File: config.mk
export PLATFORM = sky130hd
export DESIGN_NAME = ultrasonic_ranging_controller_flat
export DESIGN_NICKNAME = d
export VERILOG_FILES = /design/src/rtl/ultrasonic_ranging_controller_pkg.sv /design/src/rtl/ultrasonic_ranging_controller_if.sv /design/src/rtl/ultrasonic_ranging_controller_tick.sv /design/src/rtl/ultrasonic_ranging_controller.sv /design/src/flat_wrapper.sv
export SDC_FILE = /design/constraint.sdc
export NUM_CORES = 1
export LEC_CHECK = 0
export CAP_MARGIN = 20
export CORE_ASPECT_RATIO = 1.2
export CORE_MARGIN = 5
export CORE_UTILIZATION = 55
export DETAILED_ROUTE_END_ITERATION = 16
export GPL_TIMING_DRIVEN = 0
export PLACE_DENSITY = 0.74
export SYNTH_ARGS = -nofsm -noshare
export SYNTH_HDL_FRONTEND = slang
export SYNTH_SLANG_ARGS = --single-unit
File: constraint.sdc
create_clock -name clk -period 3.3 [get_ports clk]
set_input_delay 0.66 -clock clk [delete_from_list [all_inputs] [get_ports clk]]
set_output_delay 0.66 -clock clk [all_outputs]
set_load 0.02 [all_outputs]
File: src/rtl/ultrasonic_ranging_controller_pkg.sv
// ultrasonic_ctrl_pkg
//   Shared definitions for the HC-SR04 ranging controller: the controller
//   state encoding and constant functions used to turn microsecond
//   parameters into clock-cycle counts and counter widths.
//   No ports (package).
package ultrasonic_ctrl_pkg;

   typedef enum logic [2:0] {
      ST_IDLE,
      ST_TRIG,
      ST_WAIT_RISE,
      ST_MEASURE,
      ST_HOLDOFF
   } state_t;

   // Whole clock cycles in a span of 'us' microseconds.
   function automatic longint us_to_cycles(input longint clk_hz, input longint us);
      return (us * clk_hz) / longint'(1000000);
   endfunction

   // Bits needed for a counter that runs 0 .. n-1 (at least one bit).
   function automatic int cnt_width(input longint n);
      return (n <= 1) ? 1 : $clog2(n);
   endfunction

endpackage

File: src/rtl/ultrasonic_ranging_controller_if.sv
// ultrasonic_ranging_controller_if
//   Groups the sensor and result signals of the ranging controller.
//   en       : continuous ranging enable (into controller)
//   echo     : raw HC-SR04 ECHO, asynchronous (into controller)
//   trig     : HC-SR04 TRIG (from controller)
//   distance : echo width in whole microseconds, all-ones on timeout
//   valid    : one-cycle result strobe
//   timeout  : result qualifier, held with distance
//   busy     : controller not idle
//   master = controller side, slave = user/sensor side.
interface ultrasonic_ranging_controller_if #(
   parameter int W = 16
);
   logic         en;
   logic         echo;
   logic         trig;
   logic [W-1:0] distance;
   logic         valid;
   logic         timeout;
   logic         busy;

   modport master (
      input  en, echo,
      output trig, distance, valid, timeout, busy
   );

   modport slave (
      output en, echo,
      input  trig, distance, valid, timeout, busy
   );
endinterface

File: src/rtl/ultrasonic_ranging_controller_tick.sv
// us_tick_gen
//   Restartable prescaler producing a one-cycle tick every DIV clocks.
//   After a restart the first tick is seen DIV cycles later, so counts of
//   ticks start on a clean microsecond boundary.
//   clk     : clock, rising edge
//   rst_n   : asynchronous active-low reset
//   restart : clears the prescaler (tick suppressed in that cycle)
//   tick    : one-cycle pulse every DIV cycles
module us_tick_gen
   import ultrasonic_ctrl_pkg::*;
#(
   parameter int DIV = 27
) (
   input  logic clk,
   input  logic rst_n,
   input  logic restart,
   output logic tick
);
   localparam int CW = cnt_width(longint'(DIV));
   localparam logic [CW-1:0] LAST = CW'(DIV - 1);

   logic [CW-1:0] cnt;

   always_ff @(posedge clk or negedge rst_n) begin
      if (!rst_n) begin
         cnt <= '0;
      end else if (restart || (cnt == LAST)) begin
         cnt <= '0;
      end else begin
         cnt <= cnt + 1'b1;
      end
   end

   assign tick = (cnt == LAST) && !restart;
endmodule

File: src/rtl/ultrasonic_ranging_controller.sv
// ultrasonic_ranging_controller
//   Drives an HC-SR04 ultrasonic sensor: issues TRIG pulses at a fixed
//   minimum period while enabled, measures the ECHO high time in whole
//   microseconds and reports it with a one-cycle valid strobe. A missing
//   or over-long echo reports all-ones with timeout set.
//   clk   : single clock, rising edge
//   rst_n : asynchronous active-low reset
//   bus   : ultrasonic_ranging_controller_if.master
//           (en, echo in; trig, distance, valid, timeout, busy out)
module ultrasonic_ranging_controller
   import ultrasonic_ctrl_pkg::*;
#(
   parameter int CLK_HZ     = 27000000,
   parameter int TRIG_US    = 10,
   parameter int TIMEOUT_US = 30000,
   parameter int PERIOD_US  = 60000,
   parameter int W          = 16
) (
   input  logic clk,
   input  logic rst_n,
   ultrasonic_ranging_controller_if.master bus
);
   localparam int DIV        = int'(us_to_cycles(longint'(CLK_HZ), longint'(1)));
   localparam int TRIG_CYC   = int'(us_to_cycles(longint'(CLK_HZ), longint'(TRIG_US)));
   localparam int PERIOD_CYC = int'(us_to_cycles(longint'(CLK_HZ), longint'(PERIOD_US)));
   localparam int TRIG_W     = cnt_width(longint'(TRIG_CYC));
   localparam int PER_W      = cnt_width(longint'(PERIOD_CYC));

   localparam logic [TRIG_W-1:0] TRIG_LAST    = TRIG_W'(TRIG_CYC - 1);
   localparam logic [PER_W-1:0]  PERIOD_LAST  = PER_W'(PERIOD_CYC - 1);
   localparam logic [W-1:0]      TIMEOUT_LAST = W'(TIMEOUT_US - 1);

   if (longint'(TIMEOUT_US) >= (longint'(1) << W)) begin : g_timeout_range
      $error("TIMEOUT_US must be below 2**W");
   end

   state_t            state;
   logic              trig_r;
   logic              valid_r;
   logic              timeout_r;
   logic [W-1:0]      distance_r;
   logic [TRIG_W-1:0] trig_cnt;
   logic [PER_W-1:0]  period_cnt;
   logic [W-1:0]      us_cnt;

   logic echo_m, echo_s, echo_d;
   logic echo_rise, echo_fall;
   logic tick, tick_restart;
   logic period_done, start_trig, start_meas;

   // Two-flop synchroniser plus one delay stage for edge detection
   always_ff @(posedge clk or negedge rst_n) begin
      if (!rst_n) begin
         echo_m <= 1'b0;
         echo_s <= 1'b0;
         echo_d <= 1'b0;
      end else begin
         echo_m <= bus.echo;
         echo_s <= echo_m;
         echo_d <= echo_s;
      end
   end

   assign echo_rise = echo_s & ~echo_d;
   assign echo_fall = ~echo_s & echo_d;

   // The period counter runs in cycles rather than ticks so that the
   // prescaler restart on MEASURE entry cannot stretch the TRIG spacing.
   always_comb begin
      period_done  = (period_cnt == PERIOD_LAST);
      start_trig   = bus.en && ((state == ST_IDLE) ||
                                ((state == ST_HOLDOFF) && period_done));
      start_meas   = (state == ST_WAIT_RISE) && echo_rise;
      tick_restart = start_trig || start_meas;
   end

   us_tick_gen #(
      .DIV (DIV)
   ) u_tick (
      .clk     (clk),
      .rst_n   (rst_n),
      .restart (tick_restart),
      .tick    (tick)
   );

   always_ff @(posedge clk or negedge rst_n) begin
      if (!rst_n) begin
         state      <= ST_IDLE;
         trig_r     <= 1'b0;
         valid_r    <= 1'b0;
         timeout_r  <= 1'b0;
         distance_r <= '0;
         trig_cnt   <= '0;
         period_cnt <= '0;
         us_cnt     <= '0;
      end else begin
         valid_r <= 1'b0;
         if (period_cnt != PERIOD_LAST) begin
            period_cnt <= period_cnt + 1'b1;
         end

         case (state)
            ST_IDLE, ST_HOLDOFF: begin
               if (start_trig) begin
                  state      <= ST_TRIG;
                  trig_r     <= 1'b1;
                  trig_cnt   <= '0;
                  period_cnt <= '0;
               end else if (state == ST_HOLDOFF && period_done) begin
                  state <= ST_IDLE;
               end
            end

            ST_TRIG: begin
               if (trig_cnt == TRIG_LAST) begin
                  state  <= ST_WAIT_RISE;
                  trig_r <= 1'b0;
                  us_cnt <= '0;
               end else begin
                  trig_cnt <= trig_cnt + 1'b1;
               end
            end

            // Only a fresh 0->1 edge starts a measurement; echo that was
            // already high on entry produces no edge here.
            ST_WAIT_RISE: begin
               if (start_meas) begin
                  state  <= ST_MEASURE;
                  us_cnt <= '0;
               end else if (tick) begin
                  if (us_cnt == TIMEOUT_LAST) begin
                     distance_r <= '1;
                     timeout_r  <= 1'b1;
                     valid_r    <= 1'b1;
                     state      <= ST_HOLDOFF;
                  end else begin
                     us_cnt <= us_cnt + 1'b1;
                  end
               end
            end

            // A tick coinciding with the fall still counts as a completed
            // microsecond; reaching the limit wins over a simultaneous fall.
            ST_MEASURE: begin
               if (tick && (us_cnt == TIMEOUT_LAST)) begin
                  distance_r <= '1;
                  timeout_r  <= 1'b1;
                  valid_r    <= 1'b1;
                  state      <= ST_HOLDOFF;
               end else if (echo_fall) begin
                  distance_r <= us_cnt + {{(W-1){1'b0}}, tick};
                  timeout_r  <= 1'b0;
                  valid_r    <= 1'b1;
                  state      <= ST_HOLDOFF;
               end else if (tick) begin
                  us_cnt <= us_cnt + 1'b1;
               end
            end

            default: state <= ST_IDLE;
         endcase
      end
   end

   assign bus.trig     = trig_r;
   assign bus.valid    = valid_r;
   assign bus.timeout  = timeout_r;
   assign bus.distance = distance_r;
   assign bus.busy     = (state != ST_IDLE);
endmodule

File: src/flat_wrapper.sv
// flat-port wrapper written by rule: the top's interface ports become plain ports
module ultrasonic_ranging_controller_flat import ultrasonic_ctrl_pkg::*;
#(
   parameter int CLK_HZ     = 27000000,
   parameter int TRIG_US    = 10,
   parameter int TIMEOUT_US = 30000,
   parameter int PERIOD_US  = 60000,
   parameter int W          = 16
)
  (clk, rst_n, bus_en, bus_echo, bus_trig, bus_distance, bus_valid, bus_timeout, bus_busy);
  ultrasonic_ranging_controller_if #(.W(W)) bus_i ();
  input  logic clk;
  input  logic rst_n;
  input wire logic [$bits(bus_i.en)-1:0] bus_en;
  input wire logic [$bits(bus_i.echo)-1:0] bus_echo;
  output wire logic [$bits(bus_i.trig)-1:0] bus_trig;
  output wire logic [$bits(bus_i.distance)-1:0] bus_distance;
  output wire logic [$bits(bus_i.valid)-1:0] bus_valid;
  output wire logic [$bits(bus_i.timeout)-1:0] bus_timeout;
  output wire logic [$bits(bus_i.busy)-1:0] bus_busy;
  assign bus_i.en = bus_en;
  assign bus_i.echo = bus_echo;
  assign bus_trig = bus_i.trig;
  assign bus_distance = bus_i.distance;
  assign bus_valid = bus_i.valid;
  assign bus_timeout = bus_i.timeout;
  assign bus_busy = bus_i.busy;
  ultrasonic_ranging_controller #(.CLK_HZ(CLK_HZ), .TRIG_US(TRIG_US), .TIMEOUT_US(TIMEOUT_US), .PERIOD_US(PERIOD_US), .W(W)) u_core (.clk(clk), .rst_n(rst_n), .bus(bus_i));
endmodule
==> results_dict.tcl <==
set metrics [dict create \
    ys_warn_count 0 \
    ant_nets 0 \
    cts_made_buffers 9 \
    rsz0062_at_grt "no" \
    min_period_ns 2.96 \
    instances_no_fill 552 \
    finalMaxSlewViolations 0 \
    cts_sinks 76 \
    final_core_utilization_pct 62.8 \
    io_pins 24 \
    path_max_fanout 7 \
    status "finished clean" \
    p_sw_share_pct 37.0 \
    synth-main-ff-cell "dfrtp_1" \
    drtIter0Drc 151 \
    fin_skew_ns 0.0167 \
    clk_pin_slew_ns 0.08 \
    synth_top_family_by_area "simple AND/OR/NAND/NOR gates" \
    synth_compound_area_share_pct 10.7 \
    globalplace.congestion 0.847 \
    slew_headroom_pct 31.7 \
    power.internal_mw 2.06 \
    fmax_mhz 338 \
    clk_latency_ns 0.36 \
    crit_required_ns 3.54 \
    grt_pass1_vias 3197 \
    min_path_type "input port to async pin" \
    wl_um 8560 \
    io_buffer_count 23 \
    grt_first_pass_wirelength_um 15100 \
    synth_nets 432 \
    cp.arrival_ns 3.21 \
    dp.cells 536 \
    antenna_found_initial 0 \
    layout_common_cells "dfrtp_1 (76), nor2_1 (50), nand2_1 (32), xnor2_1 (23)" \
    cts_hold_buf 0 \
    max_cap_viol_count 0 \
    cts.repair.resized 0 \
    drive_gt1_share_pct 11.3 \
    avgSynthCellArea_sq_um 10.0 \
    viasPerCell 5.78 \
    area_growth_pct 13.2 \
    vias 3188 \
    ys_ff_latch 76 \
    cp-start-kind "flop" \
    die_area_sq_um 9500 \
    synth_mux_area_share_pct 2.38 \
    synth_cell_types 59 \
    post_drt_wl_per_cell_um 15.5 \
    worst_pin_slew_ns 1.02 \
    p_sw_mw 1.21 \
    overflow 0 \
    die_h_um 106 \
    async_reset_ff_share_pct 100 \
    reg2regPathDepth 10 \
    clockPowerShare_pct 21.5 \
    floorplan.initialDensity_pct 55.5 \
    drc 0 \
    synth_edf_count 0 \
    reg2reg_slack_ns 0.34 \
    firstDrtPassIters 5 \
    synthAdderAreaFrac_pct 2.38 \
    r2r_start "u_core.period_cnt[16]" \
    leakage_nw 1.90 \
    cts_max_path_buffers 2 \
    setup_violations 0 \
    core-area_sq_um 7580 \
    powerDensity_nw_per_um2 686 \
    htree_levels 3 \
    ir_worst_vdd_v 0.000412 \
    synth_area_sq_um 4200 \
    grt_max_degree 41 \
    ys_seq_area_share_pct 45.3 \
    die_x_um 89.8 \
    power_frac_seq_pct 41.6 \
    cts_setup_buffers 0 \
    synth-xor-area-share_pct 9.17 \
    rows 35 \
    hold_viol 0 \
    antenna_cells 0 \
    cp-end-kind "flop" \
    synthCells 420 \
    period_share_pct 89.8 \
    power_frac_comb_pct 36.9 \
    fin_nets 467 \
    synth_simple_gate_area_share_pct 25.9 \
    grt_use_total_pct 19.2 \
    r2r_end "u_core.bus.distance[10]" \
    hold_ws_ns 0.252 \
    final_common_cell "dfrtp_1" \
    critPathKind "flop to flop" \
    dp_hpwl_um 6110 \
    root_buffer "clkbuf_8" \
    cts_tree "built" \
]
[synthesized netlist by cell type (5+ instances only)]
| cell type | number | area [sq um] |
|---|---|---|
| dfrtp_1 | 76 | 1900 |
| nor2_1 | 50 | 188 |
| nand2_1 | 32 | 120 |
| xnor2_1 | 23 | 201 |
| nand3_1 | 22 | 110 |
| xor2_1 | 21 | 184 |
| inv_1 | 14 | 52.6 |
| nand4_1 | 14 | 87.6 |
| nand2b_1 | 13 | 81.3 |
| clkbuf_1 | 11 | 41.3 |
| mux2i_1 | 10 | 100 |
| a2bb2oi_1 | 9 | 78.8 |
| ha_1 | 8 | 100 |
| a2bb2oi_2 | 7 | 105 |
| nor3_1 | 7 | 35.0 |
| nor4_1 | 7 | 43.8 |
| and3_1 | 6 | 37.5 |
| buf_2 | 6 | 30.0 |
| and4_1 | 5 | 43.8 |
| nor4_2 | 5 | 62.6 |
| o211ai_1 | 5 | 37.5 |
| o21ai_0 | 5 | 25.0 |
[final cells by class]
cell class / instances / area [sq um]
Multi-Input combinational cell: 308 / 2120
Fill cell: 629 / 2820
Clock inverter: 7 / 67.6
Tap cell: 92 / 115
Buffer: 22 / 128
Sequential cell: 76 / 1900
Clock buffer: 9 / 124
Inverter: 14 / 52.6
Timing Repair Buffer: 24 / 248
[stage by stage]
stage | setup TNS, ns | cell area, sq um | power [mW] | setup WS, ns
3_5_place_dp | 0 | 4570 | 2.59 | 0.0400
4_1_cts | 0 | 4760 | 3.30 | 0.338
5_1_grt | 0 | 4760 | 3.49 | 0.135
6_report | 0 | 4760 | 3.26 | 0.338
3_3_place_gp | -84.16 | 4550 | 2.54 | -1.11
2_1_floorplan | 0 | 4200 | 2.14 | 0.905
[metal layers]
layer | share of wire [%] | wire (um) | global-route usage [%]
met5 | 0 | 0 | 0
met4 | 1.7 | 148 | 7.88
met3 | 3.7 | 321 | 3.64
met2 | 50 | 4300 | 32.5
met1 | 44 | 3800 | 23.9
[sequential cells by signal (all words and copies together), names as in the netlist]
signal / cells
u_core.bus.trig: 1
u_core.trig_cnt: 9
u_core.echo_m: 1
u_core.period_cnt: 21
u_core.state: 3
u_core.bus.valid: 1
u_core.bus.timeout: 1
u_core.us_cnt: 16
u_core.echo_s: 1
u_core.echo_d: 1
u_core.bus.distance: 16
u_core.u_tick.cnt: 5
[logic make-up after synthesis]
logic type	count (synthesis)
simple gates	197
flops	76
compound gates	49
xor+xnor	44
buf+inv	36
mux	10
fa+ha+maj	8
[worst max-delay path by stage]
stage / start / cells after the start / to / slack [ns]
after floorplan: u_core.period_cnt[0] / 11 / u_core.bus.distance[9] / 0.91
after global placement: rst_n / 1 / u_core.period_cnt[13] / -1.11
after detailed placement: bus_en / 12 / u_core.bus.distance[15] / 0.04
after CTS: u_core.period_cnt[16] / 10 / u_core.bus.distance[10] / 0.34
after global routing: u_core.period_cnt[16] / 10 / u_core.bus.distance[10] / 0.13
final: u_core.period_cnt[16] / 10 / u_core.bus.distance[10] / 0.34
[power groups by stage]
stage / sequential [mW] / clock, mW / combinational [mW]
6_report: 1.36 / 0.703 / 1.20
5_1_grt: 1.39 / 0.759 / 1.34
3_3_place_gp: 1.36 / 0 / 1.18
3_5_place_dp: 1.37 / 0 / 1.21
4_1_cts: 1.36 / 0.720 / 1.22
2_1_floorplan: 1.46 / 0 / 0.681
[critical path: stages (launching register included)]
cell	delay, ns
dfrtp_1	0.42
nor4b_1	0.38
nand4_1	0.38
nor3_1	0.45
nor2_1	0.08
ha_1	0.23
ha_1	0.23
and2_0	0.25
nor2b_1	0.19
xnor2_1	0.17
a2bb2oi_2	0.07
No activity file was read; power rests on OpenSTA's default activity.
